`src/rtl/phase_timer.sv`:
```
// -----------------------------------------------------------------------------
// phase_timer
//   Per-phase countdown timer for the intersection traffic controller. The
//   controller raises load_counter on the cycle of a state change; the timer
//   clears to 0 and loads load_value on the following edge. It then counts
//   down once per TICK_DIV clocks while en is high, and parks at 1. The
//   controller treats counter_value == 1 as phase expiry.
//
// Handshake:
//   load_counter is level-sampled on every edge and is not acknowledged. A
//   high sample always wins over anything else that edge would have done.
//   load_value is sampled on the edge after the request, which is the first
//   edge that sees load_counter low again.
//
// Ports:
//   clk           in   system clock
//   rst_n         in   asynchronous active-low reset
//   load_counter  in   load request, level-sampled each edge
//   load_value    in   phase duration in seconds (CW bits)
//   en            in   count enable; low freezes the prescaler and the count
//   counter_value out  remaining seconds; 0 while a load is pending
//   tick          out  one-cycle pulse on each decrement
//   expired       out  one-cycle pulse when counter_value becomes 1
//   holding       out  high while parked at 1
//   dbg_state     out  current FSM state, for debug and checkers
// -----------------------------------------------------------------------------
module phase_timer #(
  parameter int TICK_DIV = 50000000,
  parameter int CW       = 5
) (
  input  logic          clk,
  input  logic          rst_n,
  input  logic          load_counter,
  input  logic [CW-1:0] load_value,
  input  logic          en,
  output logic [CW-1:0] counter_value,
  output logic          tick,
  output logic          expired,
  output logic          holding,
  output logic [1:0]    dbg_state
);

  localparam int PW = $clog2(TICK_DIV);

  typedef enum logic [1:0] {
    S_PEND  = 2'd0,
    S_COUNT = 2'd1,
    S_HOLD  = 2'd2
  } state_t;

  state_t        r_state;
  logic [CW-1:0] r_cnt;
  logic [PW-1:0] r_presc;
  logic          r_tick;
  logic          r_expired;
  logic          r_holding;

  state_t        w_state;
  logic [CW-1:0] w_cnt;
  logic [PW-1:0] w_presc;
  logic          w_tick;
  logic          w_expired;
  logic [CW-1:0] w_load_val;
  logic [CW-1:0] w_dec;
  logic          w_wrap;

  // A zero duration is clamped to 1 so the controller still sees expiry.
  assign w_load_val = (load_value == '0) ? CW'(1) : load_value;
  assign w_dec      = r_cnt - CW'(1);
  assign w_wrap     = (r_presc == PW'(TICK_DIV - 1));

  always_ff @(posedge clk or negedge rst_n) begin
    if (!rst_n) begin
      r_state   <= S_PEND;
      r_cnt     <= '0;
      r_presc   <= '0;
      r_tick    <= 1'b0;
      r_expired <= 1'b0;
      r_holding <= 1'b0;
    end else begin
      r_state   <= w_state;
      r_cnt     <= w_cnt;
      r_presc   <= w_presc;
      r_tick    <= w_tick;
      r_expired <= w_expired;
      r_holding <= (w_state == S_HOLD);
    end
  end

  always_comb begin
    w_state   = r_state;
    w_cnt     = r_cnt;
    w_presc   = r_presc;
    w_tick    = 1'b0;
    w_expired = 1'b0;

    if (load_counter) begin
      // Showing 0 during the pending cycle keeps the controller from
      // retransitioning before the new duration arrives.
      w_state = S_PEND;
      w_cnt   = '0;
      w_presc = '0;
    end else begin
      case (r_state)
        S_PEND: begin
          w_cnt   = w_load_val;
          w_presc = '0;
          if (w_load_val == CW'(1)) begin
            w_state   = S_HOLD;
            w_expired = 1'b1;
          end else begin
            w_state = S_COUNT;
          end
        end
        S_COUNT: begin
          if (en) begin
            if (w_wrap) begin
              w_presc = '0;
              w_cnt   = w_dec;
              w_tick  = 1'b1;
              if (w_dec == CW'(1)) begin
                w_expired = 1'b1;
                w_state   = S_HOLD;
              end
            end else begin
              w_presc = r_presc + PW'(1);
            end
          end
        end
        S_HOLD: begin
          w_cnt   = CW'(1);
          w_presc = '0;
        end
        default: begin
          w_state = S_PEND;
          w_cnt   = '0;
          w_presc = '0;
        end
      endcase
    end
  end

  assign counter_value = r_cnt;
  assign tick          = r_tick;
  assign expired       = r_expired;
  assign holding       = r_holding;
  assign dbg_state     = r_state;

endmodule

```
`config.mk`:
```
export PLATFORM = sky130hd
export DESIGN_NAME = phase_timer
export DESIGN_NICKNAME = d
export VERILOG_FILES = /design/src/rtl/phase_timer.sv
export SDC_FILE = /design/constraint.sdc
export NUM_CORES = 1
export LEC_CHECK = 0
export CORE_MARGIN = 2
export CORE_UTILIZATION = 55
export CTS_BUF_LIST = sky130_fd_sc_hd__clkbuf_4 sky130_fd_sc_hd__clkbuf_8
export DETAILED_ROUTE_END_ITERATION = 8
export PLACE_DENSITY = 0.77
export REMOVE_ABC_BUFFERS = 1
export SLEW_MARGIN = 20
export SYNTH_ARGS = -nofsm -noshare
export SYNTH_HDL_FRONTEND = slang
export SYNTH_SLANG_ARGS = --single-unit
export TNS_END_PERCENT = 30
```
`constraint.sdc`:
```
create_clock -name clk -period 2.8 [get_ports clk]
set_input_delay 0.42 -clock clk [delete_from_list [all_inputs] [get_ports clk]]
set_output_delay 0.42 -clock clk [all_outputs]
set_load 0.01 [all_outputs]
```
==> reports/metrics.csv, run 1 <==
stage,metric,value,unit
clocking,htree_levels,2,
layout,final-seq-area,901,um^2
drt,viasPerCell,5.84,
sta,max_freq,479,MHz
worst_setup_path,worst_r2r_path_depth,5,
synthesis,synthMuxAreaShare,0.00484,
layout,drive_above_1_share,0.0966,
global_routing,first_global_vias,1588,
status,status,completed,
layout,fin_nets,249,
worst_setup_path,crit_family,flip-flops,
worst_setup_path,start_kind,flip-flop,
synthesis,ys_ff_latch,36,
worst_setup_path,cp.depth,1,
synthesis,synthCells,217,
worst_setup_path,worst_ep_arrival_time,1.67,ns
clocking,clock_sinks,36,
sta,fin_crit_sh,0.745,
clocking,post_cts_resized,0,
pwr,comb_power_share,0.086,
global_routing,antenna_found_initial,0,
pwr,pwr-share-seq,0.523,
global_routing,grt_pass1_wl,7670,um
synthesis,synthXorXnorAreaFrac,0.106,
clocking,clk_latency,0.30,ns
pwr,p_int,0.000790,W
worst_setup_path,crit_fanout,22,
worst_setup_path,cp.buffers_inverters,1,
global_routing,gr-total-overflow,0,
clocking,clock_path_buffers,2,
layout,post-route-cell-area,0.00239,mm^2
pwr,power.switching,0.000245,W
drt,drt_iter0_drc,69,
floorplan,start_util,0.570,
layout,multi_input_area,0.00111,mm^2
drt,wl_per_cell,15.6,um
drt,drc,0,
pwr,clockPowerShare,0.391,
worst_hold_path,min_path_type,input port to asynchronous set/reset pin,
synthesis,synth_top_cell_area_share,0.435,
place,dp_hpwl,3150,um
sta,rsz0062_at_grt,no,
drt,routed_wirelength,4470,um
layout,final_cell_mix,"dfrtp_1, nor2_1, xor2_1",
synthesis,synth_edf_count,0,
pwr,vdd_drop_max,0.328,mV
synthesis,synth-simple-area-share,0.346,
sta,tightest_slew,0.789,ns
drt,postRouteAntennaNets,0,
worst_setup_path,worstSetupPathType,flip-flop to output pin,
pwr,power_density,433,mW/mm^2
worst_setup_path,r2r-start,dbg_state[0]$_DFF_PN0_,
clocking,cts_setup_buffers,0,
synthesis,synth_compound_area_frac,0.0593,
pwr,power.total,0.00104,W
global_routing,grt_max_degree,37,
synthesis,synth_top_family_by_area,simple AND/OR/NAND/NOR gates,
layout,num-fill-cells,308,
synthesis,yosys.area_share.adder,0.0181,
sta,fin_crit,2.09,ns
worst_setup_path,endpoint,dbg_state[0],
sta,final_max_slew_viol_count,0,
global_routing,grt_use_total,0.238,
sta,finalSetupViolCount,0,
sta,final_hold_viol_count,0,
layout,areaGrowthSynthToFinish,15.4,%
run,maxCapViolations,0,
layout,finalNonFillerCells,286,
floorplan,die_width,65.3,um
sta,fin_worst_skew,0.00454,ns
place,gp_routability_congestion,0.841,
worst_setup_path,reg2reg_slack,0.85,ns
synthesis,synth_area_leader_cell,dfrtp_1,
place,io_buffers,18,
worst_setup_path,cp.required,2.38,ns
synthesis,avgSynthCellArea,9.54,um^2
drt,dr.pass1.iters,4,
clocking,hold_buffers,0,
floorplan,placementRows,22,
synthesis,async_flop_share,1.00,
place,placed_cell_area,0.00229,mm^2
clocking,clkTransAtPathRegs,0.07,ns
layout,diodes,0,
floorplan,ioPinCount,19,
worst_setup_path,slowest_delay,0.72,ns
synthesis,ys_warn_count,0,
sta,fin_tns_setup,0,ns
sta,relSlewSlack,0.474,
worst_setup_path,crit_chain,clkdlybuf4s50_1,
pwr,swShare,0.237,
pwr,leakage,0.950,nW
clocking,cts_inserted_buffers,5,
place,dpl.cell_count,278,
synthesis,synth.distinct_cells,43,
drt,num_vias,1670,
clocking,cts_tree,built,
floorplan,die_area,0.00427,mm^2
worst_setup_path,regToRegEndpoint,r_presc[5]$_DFFE_PN0P_,
synthesis,ys.flop_type,dfrtp_1,
synthesis,synthTopCellsByArea,"dfrtp_1, xor2_1, nor2_1, nand3_1, nand4_1",
worst_setup_path,crit_path_start,dbg_state[0]$_DFF_PN0_,
synthesis,synth_area,0.00207,mm^2
floorplan,die_h,65.3,um
floorplan,core,0.00363,mm^2
worst_setup_path,crit_slowest_cell,dfrtp_1,
synthesis,yosysSeqAreaShare,0.435,
layout,mostFrequentLayoutCell,dfrtp_1,
worst_setup_path,end_kind,output pin,
clocking,root_buffer,clkbuf_8,
[power groups by stage]
stage	Sequential [W]	Combinational, W	Clock [W]
2_1_floorplan	0.000551	0.0000356	0
3_3_place_gp	0.000551	0.0000889	0
3_5_place_dp	0.000551	0.0000906	0
4_1_cts	0.000541	0.0000909	0.000411
5_1_grt	0.000543	0.000100	0.000427
6_report	0.000542	0.0000892	0.000405
[sequential cells by signal, indices dropped and copies added (netlist names)]
signal	flops
r_presc	26
counter_value	5
dbg_state	2
expired	1
holding	1
tick	1
[cell type report]
cell class	instances	area share
Inverter	5	0.00786
Sequential cell	36	0.377
Clock buffer	8	0.0409
Timing Repair Buffer	22	0.0859
Tap cell	48	0.0251
Multi-Input combinational cell	167	0.463
[cell usage after synthesis (all sizes together), types with 3 or more instances]
library cell and instances:
clkbuf 5, nand2 7, nand3 18, xnor2 6
nor4b 5, a21oi 9, buf 4, and3 4
and2 3, xor2 19, dfrtp 36, nand3b 4
nor2 32, inv 5, nand4 14, nand2b 4
o21ai 5, or4b 3, nor4 7, nor3 6
ha 3
[logic make-up (layout without fill, tap and decap cells)]
| family | count (synthesis) | after routing |
|---|---|---|
| buf+inv | 14 | 35 |
| fa+ha+maj | 3 | 3 |
| compound gates | 21 | 21 |
| simple gates | 117 | 117 |
| flops | 36 | 36 |
| xor+xnor | 25 | 25 |
| mux | 1 | 1 |
[through the flow]
stage	hold slack [ns]	setup slack, ns	util
2_1_floorplan	0.124	1.04	-
3_3_place_gp	0.542	0.519	0.631
3_5_place_dp	0.548	0.509	0.631
4_1_cts	0.232	0.710	0.657
5_1_grt	0.278	0.614	0.657
6_report	0.204	0.713	0.657
[how the worst min path moves through the flow]
stage,startpoint,endpoint,slack (ns),cells past startpoint
after floorplan,rst_n,counter_value[0]$_DFFE_PN0P_,0.12,0
after CTS,rst_n,r_presc[25]$_DFFE_PN0P_,0.23,1
final,rst_n,r_presc[6]$_DFFE_PN0P_,0.20,1
after detailed placement,rst_n,r_presc[10]$_DFFE_PN0P_,0.55,1
after global routing,rst_n,r_presc[25]$_DFFE_PN0P_,0.28,1
after global placement,rst_n,r_presc[12]$_DFFE_PN0P_,0.54,1
[layer usage]
| metal | up-vias | track usage | part of all wire |
|---|---|---|---|
| met1 | 791 | 0.350 | 0.47 |
| li1 | 822 | - | - |
| met3 | 7 | 0.0616 | 0.058 |
| met4 | 0 | 0.0990 | 0.020 |
| met2 | 50 | 0.333 | 0.45 |
| met5 | - | 0 | 0 |
Note: power is estimated with default switching activity, not from simulation.
==> run 2, diff against run 1 <==
--- a/config.mk
+++ b/config.mk
@@ -6,7 +6,7 @@
 export NUM_CORES = 1
 export LEC_CHECK = 0
 export CORE_MARGIN = 2
-export CORE_UTILIZATION = 55
+export CORE_UTILIZATION = 53
 export CTS_BUF_LIST = sky130_fd_sc_hd__clkbuf_4 sky130_fd_sc_hd__clkbuf_8
 export DETAILED_ROUTE_END_ITERATION = 8
 export PLACE_DENSITY = 0.77
==> constraint.sdc (replaced) <==
create_clock -name clk -period 1.8 [get_ports clk]
set_input_delay 0.27 -clock clk [delete_from_list [all_inputs] [get_ports clk]]
set_output_delay 0.27 -clock clk [all_outputs]
set_load 0.01 [all_outputs]
==> run 2 against run 1 <==
  * Final area rose by 12%
  * Total power rose by 67%
  * Largest power group unchanged
  * Via count increased by 9.2%
  * Clock power grew 77%
  * Wire length up 12%
  * Critical path type unchanged
  * Critical endpoint unchanged
  * Clock-buffer cell count fell by 2
  * Die area grew 3.5%
  * First-iteration DRC count rose by 70%
  * Sequential share of layout area is 3.9 points lower
==> reports/metrics.csv, run 2 (same netlist as run 1, synthesis figures left out) <==
stage,metric,value,unit
drt,dr.pass1.iters,4,
clocking,root_buffer,clkbuf_8,
pwr,power.switching,0.000393,W
place,dp_hpwl,3500,um
clocking,cts_inserted_buffers,5,
sta,final_max_slew_viol_count,0,
clocking,cts_tree,built,
worst_setup_path,crit_path_start,dbg_state[0]$_DFF_PN0_,
layout,areaGrowthSynthToFinish,28.8,%
pwr,power_density,648,mW/mm^2
layout,fin_nets,276,
worst_setup_path,cp.buffers_inverters,2,
drt,drt_iter0_drc,117,
pwr,vdd_drop_max,0.550,mV
worst_setup_path,worst_ep_arrival_time,1.50,ns
clocking,clk_latency,0.29,ns
global_routing,grt_pass1_wl,8080,um
drt,num_vias,1823,
global_routing,antenna_found_initial,0,
layout,drive_above_1_share,0.219,
sta,setup_ws,0.0321,ns
place,io_buffers,18,
sta,fin_crit,1.77,ns
floorplan,core,0.00372,mm^2
floorplan,die_width,66.5,um
worst_setup_path,crit_family,buffers and inverters,
layout,finalNonFillerCells,313,
worst_setup_path,start_kind,flip-flop,
clocking,clock_sinks,36,
drt,wl_per_cell,16.0,um
global_routing,use_met1,0.348,
drt,drc,0,
sta,fin_crit_sh,0.982,
floorplan,start_util,0.557,
pwr,comb_power_share,0.102,
worst_setup_path,end_kind,output pin,
drt,viasPerCell,5.82,
layout,final_cell_mix,"dfrtp_1, nor2_1, buf_4",
sta,relSlewSlack,0.709,
run,maxCapViolations,0,
sta,fin_worst_skew,0.0102,ns
worst_setup_path,worstSetupPathType,flip-flop to output pin,
drt,routed_wirelength,5000,um
global_routing,grt-busiest-layer,met2,
worst_setup_path,crit_slowest_cell,clkdlybuf4s50_1,
worst_setup_path,crit_chain,buf_6 > clkdlybuf4s50_1,
clocking,clock_path_buffers,2,
worst_setup_path,cp.required,1.53,ns
sta,finalSetupViolCount,0,
layout,largest_reg_flops,26,
worst_setup_path,slowest_delay,0.55,ns
layout,mostFrequentLayoutCell,dfrtp_1,
pwr,pwr-share-seq,0.484,
global_routing,grt_max_degree,37,
status,status,completed,
global_routing,first_global_vias,1694,
pwr,power.total,0.00173,W
floorplan,die_h,66.5,um
place,pre_cts_slack,-0.218,ns
place,dpl.cell_count,298,
sta,final_hold_viol_count,0,
global_routing,gr-total-overflow,0,
clocking,htree_levels,2,
worst_setup_path,r2r-start,r_presc[10]$_DFFE_PN0P_,
pwr,p_int,0.00133,W
floorplan,ioPinCount,19,
sta,rsz0062_at_grt,yes,
global_routing,globalRouteMet2Util,0.378,
pwr,clockPowerShare,0.414,
sta,tightest_slew,0.436,ns
sta,fin_tns_setup,0,ns
pwr,swShare,0.228,
floorplan,die_area,0.00442,mm^2
pwr,leakage,1.10,nW
global_routing,grt_use_total,0.247,
floorplan,placementRows,22,
place,gp_routability_congestion,0.827,
layout,regMostFlops,r_presc,
sta,max_freq,566,MHz
drt,postRouteAntennaNets,0,
worst_setup_path,crit_fanout,19,
layout,diodes,0,
worst_hold_path,min_path_type,input port to asynchronous set/reset pin,
clocking,clkTransAtPathRegs,0.07,ns
global_routing,use_met3,0.0490,
run 2: changes by cell type in the layout (fill, tap and decap cells not counted), sizes merged:
cell         before  now
dlygate4sd3       0    1
clkinv            0    1
clkbuf            8    6
buf               5   31
bufinv            0    1
run 2: path summary, 6_finish.rpt:
kind	endpoint	slack (ns)	cells after the start
hold / removal	r_presc[4]$_DFFE_PN0P_	0.46	3
setup / recovery	dbg_state[0]	0.03	2
max in group asynchronous	r_presc[16]$_DFFE_PN0P_	1.14	3
hold reg to reg	r_presc[20]$_DFFE_PN0P_	0.60	2
setup reg to reg	r_presc[22]$_DFFE_PN0P_	0.06	6
min in group clk	r_presc[20]$_DFFE_PN0P_	0.60	2
run 2: power by group through the flow:
stage / logic, W / clock network (W) / registers (W)
floorplan: 0.0000554 / 0 / 0.000857
global placement: 0.000165 / 0 / 0.000848
detailed placement: 0.000168 / 0 / 0.000849
CTS: 0.000170 / 0.000715 / 0.000834
global route: 0.000193 / 0.000751 / 0.000836
finish: 0.000176 / 0.000715 / 0.000835
run 2: per-layer routing:
metal	up-vias	wire length (um)
li1	876	-
met1	885	2320
met2	54	2380
met3	8	231
met4	0	74
met5	-	0
run 2: repair_timing:
action / CTS / global route
gates resized for setup: 1 / 9
pin swaps: 0 / 10
hold buffers: 1 / 0
setup endpoints to repair: 1 / 32
buffers inserted: 0 / 6
hold endpoints to repair: 36 / 0
run 2: worst register-to-register path, delay by kind of cell (launching register included):
family	cells	cell delay, ns
buffers and inverters	1	0.17
AND/OR/NAND/NOR	5	1.05
flip-flops	1	0.42
run 2: metrics by stage:
step           utilization  hold slack, ns  instance area (um^2)
3_5_place_dp         0.664           0.247                  2470
2_1_floorplan            -         -0.0256                  2030
5_1_grt              0.718           0.509                  2670
4_1_cts              0.698           0.477                  2590
3_3_place_gp         0.664           0.250                  2470
6_report             0.718           0.455                  2670
run 2: cell type report:
cell class / count / area [um^2]
inverters: 5 / 18.8
clock inverters: 2 / 35.0
flip-flops and latches: 36 / 902
multi-input cells: 167 / 1130
fillers: 279 / 1050
repair buffers: 49 / 439
well taps: 48 / 60.1
clock buffers: 6 / 76.3
==> run 3, diff against run 2 <==
--- a/config.mk
+++ b/config.mk
@@ -5,11 +5,15 @@
 export SDC_FILE = /design/constraint.sdc
 export NUM_CORES = 1
 export LEC_CHECK = 0
+export ABC_CLOCK_PERIOD_IN_PS = 1800
+export CELL_PAD_IN_SITES_DETAIL_PLACEMENT = 2
+export CELL_PAD_IN_SITES_GLOBAL_PLACEMENT = 2
 export CORE_MARGIN = 2
-export CORE_UTILIZATION = 53
+export CORE_UTILIZATION = 34
 export CTS_BUF_LIST = sky130_fd_sc_hd__clkbuf_4 sky130_fd_sc_hd__clkbuf_8
 export DETAILED_ROUTE_END_ITERATION = 8
-export PLACE_DENSITY = 0.77
+export MAX_ROUTING_LAYER = met4
+export PLACE_DENSITY_LB_ADDON = 0.1
 export REMOVE_ABC_BUFFERS = 1
 export SLEW_MARGIN = 20
 export SYNTH_ARGS = -nofsm -noshare
==> run 3 against run 2 <==
  * Via count increased by 4.0%
  * Setup slack lost 0.057 ns
  * Largest power group unchanged
  * Clock-buffer cell count up 1
  * Global-route usage shrank 3.6 points
  * Die area rose by 52%
  * The run now ends with negative setup slack left
  * Clock power down 12%
==> reports/metrics.csv, run 3 (same netlist as run 1, synthesis figures left out) <==
stage,metric,value,unit
status,status,"finished, violations left",
status,violations,negative setup slack,
sta,final_hold_viol_count,0,
floorplan,die_area,0.00673,mm^2
drt,wl_per_cell,18.9,um
sta,rsz0062_at_grt,yes,
clocking,clock_sinks,36,
worst_setup_path,slowest_delay,0.41,ns
pwr,p_int,0.00126,W
global_routing,gr-total-overflow,0,
layout,final_cell_mix,"buf_4, dfrtp_1, nor2_1",
clocking,root_buffer,clkbuf_8,
drt,num_vias,1896,
layout,largest_reg_flops,26,
place,io_buffers,18,
run,maxCapViolations,0,
layout,final-seq-area,907,um^2
global_routing,grt_max_degree,37,
sta,fin_worst_skew,0.00673,ns
worst_setup_path,worstSetupPathType,flip-flop to flip-flop,
drt,postRouteAntennaNets,0,
worst_setup_path,end_kind,flip-flop,
pwr,vdd_drop_max,0.252,mV
sta,fin_crit,1.82,ns
drt,dr.pass1.iters,4,
floorplan,core,0.00589,mm^2
worst_hold_path,min_path_type,input port to asynchronous set/reset pin,
clocking,htree_levels,2,
global_routing,first_global_vias,2062,
place,dpl.cell_count,331,
pwr,power.switching,0.000409,W
pwr,swShare,0.245,
floorplan,die_h,82.0,um
layout,regMostFlops,r_presc,
drt,routed_wirelength,6560,um
floorplan,start_util,0.352,
clocking,cts_tree,built,
worst_setup_path,worst_ep_arrival_time,2.03,ns
worst_setup_path,crit_fanout,4,
sta,tightest_slew,0.504,ns
pwr,clockPowerShare,0.378,
pwr,power_density,592,mW/mm^2
place,dp_hpwl,4790,um
sta,setup_ws,-0.0250,ns
floorplan,die_width,82.0,um
place,gp_routability_congestion,0.858,
global_routing,grt_use_total,0.211,
layout,finalNonFillerCells,347,
clocking,clkTransAtPathRegs,0.07,ns
layout,fin_nets,284,
clocking,hold_buffers,0,
global_routing,grt_pass1_wl,10300,um
drt,viasPerCell,5.46,
drt,drt_iter0_drc,57,
layout,multi_input_area,0.00122,mm^2
layout,diodes,0,
worst_setup_path,crit_slowest_cell,dfrtp_1,
pwr,pwr-share-seq,0.499,
floorplan,ioPinCount,19,
clocking,clock_path_buffers,2,
sta,final_max_slew_viol_count,0,
clocking,cts_inserted_buffers,5,
layout,drive_above_1_share,0.276,
sta,finalSetupViolCount,1,
layout,post-route-cell-area,0.00282,mm^2
pwr,leakage,1.17,nW
worst_setup_path,start_kind,flip-flop,
worst_setup_path,crit_chain,ha_4 > nand4_1 > nor4_4 > nand4_1 > xor2_1 > a21oi_1,
place,pre_cts_slack,-0.232,ns
clocking,clk_latency,0.29,ns
layout,num-fill-cells,620,
sta,max_freq,548,MHz
sta,fin_crit_sh,1.01,
layout,mostFrequentLayoutCell,buf_4,
worst_setup_path,cp.required,2.01,ns
drt,drc,0,
place,placed_cell_area,0.00254,mm^2
layout,areaGrowthSynthToFinish,36.4,%
global_routing,antenna_found_initial,0,
sta,relSlewSlack,0.664,
floorplan,placementRows,28,
pwr,comb_power_share,0.123,
worst_setup_path,cpMostUsedCell,nand4_1,
-- run 3: cell count changes in the layout (fill, tap and decap cells not counted), moves of 2 or more --
cell and change:
nor4_1 -2, dfrtp_1 -4, nor4_4 +2, o21ai_1 +2, o21ai_0 -2, buf_4 +10, dfrtp_2 +4, clkbuf_8 +2
-- run 3: final timing paths --
check                                        startpoint                            to  slack, ns  depth (start not counted)
setup / recovery                 r_presc[0]$_DFFE_PN0P_  counter_value[2]$_DFFE_PN0P_      -0.02                          6
hold / removal                                    rst_n        r_presc[3]$_DFFE_PN0P_       0.43                          2
setup reg to reg                 r_presc[0]$_DFFE_PN0P_  counter_value[2]$_DFFE_PN0P_      -0.02                          6
hold reg to reg            counter_value[0]$_DFFE_PN0P_  counter_value[0]$_DFFE_PN0P_       0.60                          2
max in group asynchronous                         rst_n  counter_value[1]$_DFFE_PN0P_       0.99                          2
min in group clk           counter_value[0]$_DFFE_PN0P_  counter_value[0]$_DFFE_PN0P_       0.60                          2
-- run 3: worst max-delay path: cells and delay by family, from the launching register on --
kind,cells,cell delay [ns]
AND/OR/NAND/NOR,3,0.80
XOR/XNOR,1,0.21
adder cells (fa/ha/maj),1,0.16
AO/OA/AOI/OAI,1,0.17
flip-flops,1,0.41
-- run 3: timing repair --
item	in CTS	in global routing
endpoints found under the hold margin	0	0
gates cloned	0	0
pin swaps	4	19
setup buffers	0	9
gates resized for setup	3	26
endpoints found under the setup margin	27	34
-- run 3: area by class of cell --
class / count / share of cell area
Sequential cell: 36 / 0.321
Multi-Input combinational cell: 167 / 0.431
Inverter: 5 / 0.00665
Clock buffer: 7 / 0.0341
Tap cell: 75 / 0.0332
Timing Repair Buffer: 57 / 0.173
-- run 3: metrics by stage --
step,hold WS [ns],util,power [W],setup TNS (ns)
after floorplan,-0.0256,-,0.000912,0
after global placement,0.544,0.431,0.00102,-1.68
after detailed placement,0.566,0.431,0.00103,-2.63
after CTS,0.440,0.449,0.00167,0
after global routing,0.461,0.480,0.00174,-1.96
final,0.427,0.480,0.00167,-0.0250
-- run 3: power groups by stage --
stage | clock (W) | sequential, W | combinational, W
6_report | 0.000632 | 0.000834 | 0.000205
5_1_grt | 0.000680 | 0.000836 | 0.000226
4_1_cts | 0.000648 | 0.000833 | 0.000189
3_5_place_dp | 0 | 0.000849 | 0.000186
3_3_place_gp | 0 | 0.000847 | 0.000175
2_1_floorplan | 0 | 0.000857 | 0.0000554
-- run 3: per-layer routing --
layer,global-route usage,vias up,share of wire
met5,-,-,0
met3,0.0352,8,0.020
li1,-,887,-
met2,0.375,24,0.54
met1,0.239,977,0.43
met4,0.0750,0,0.016
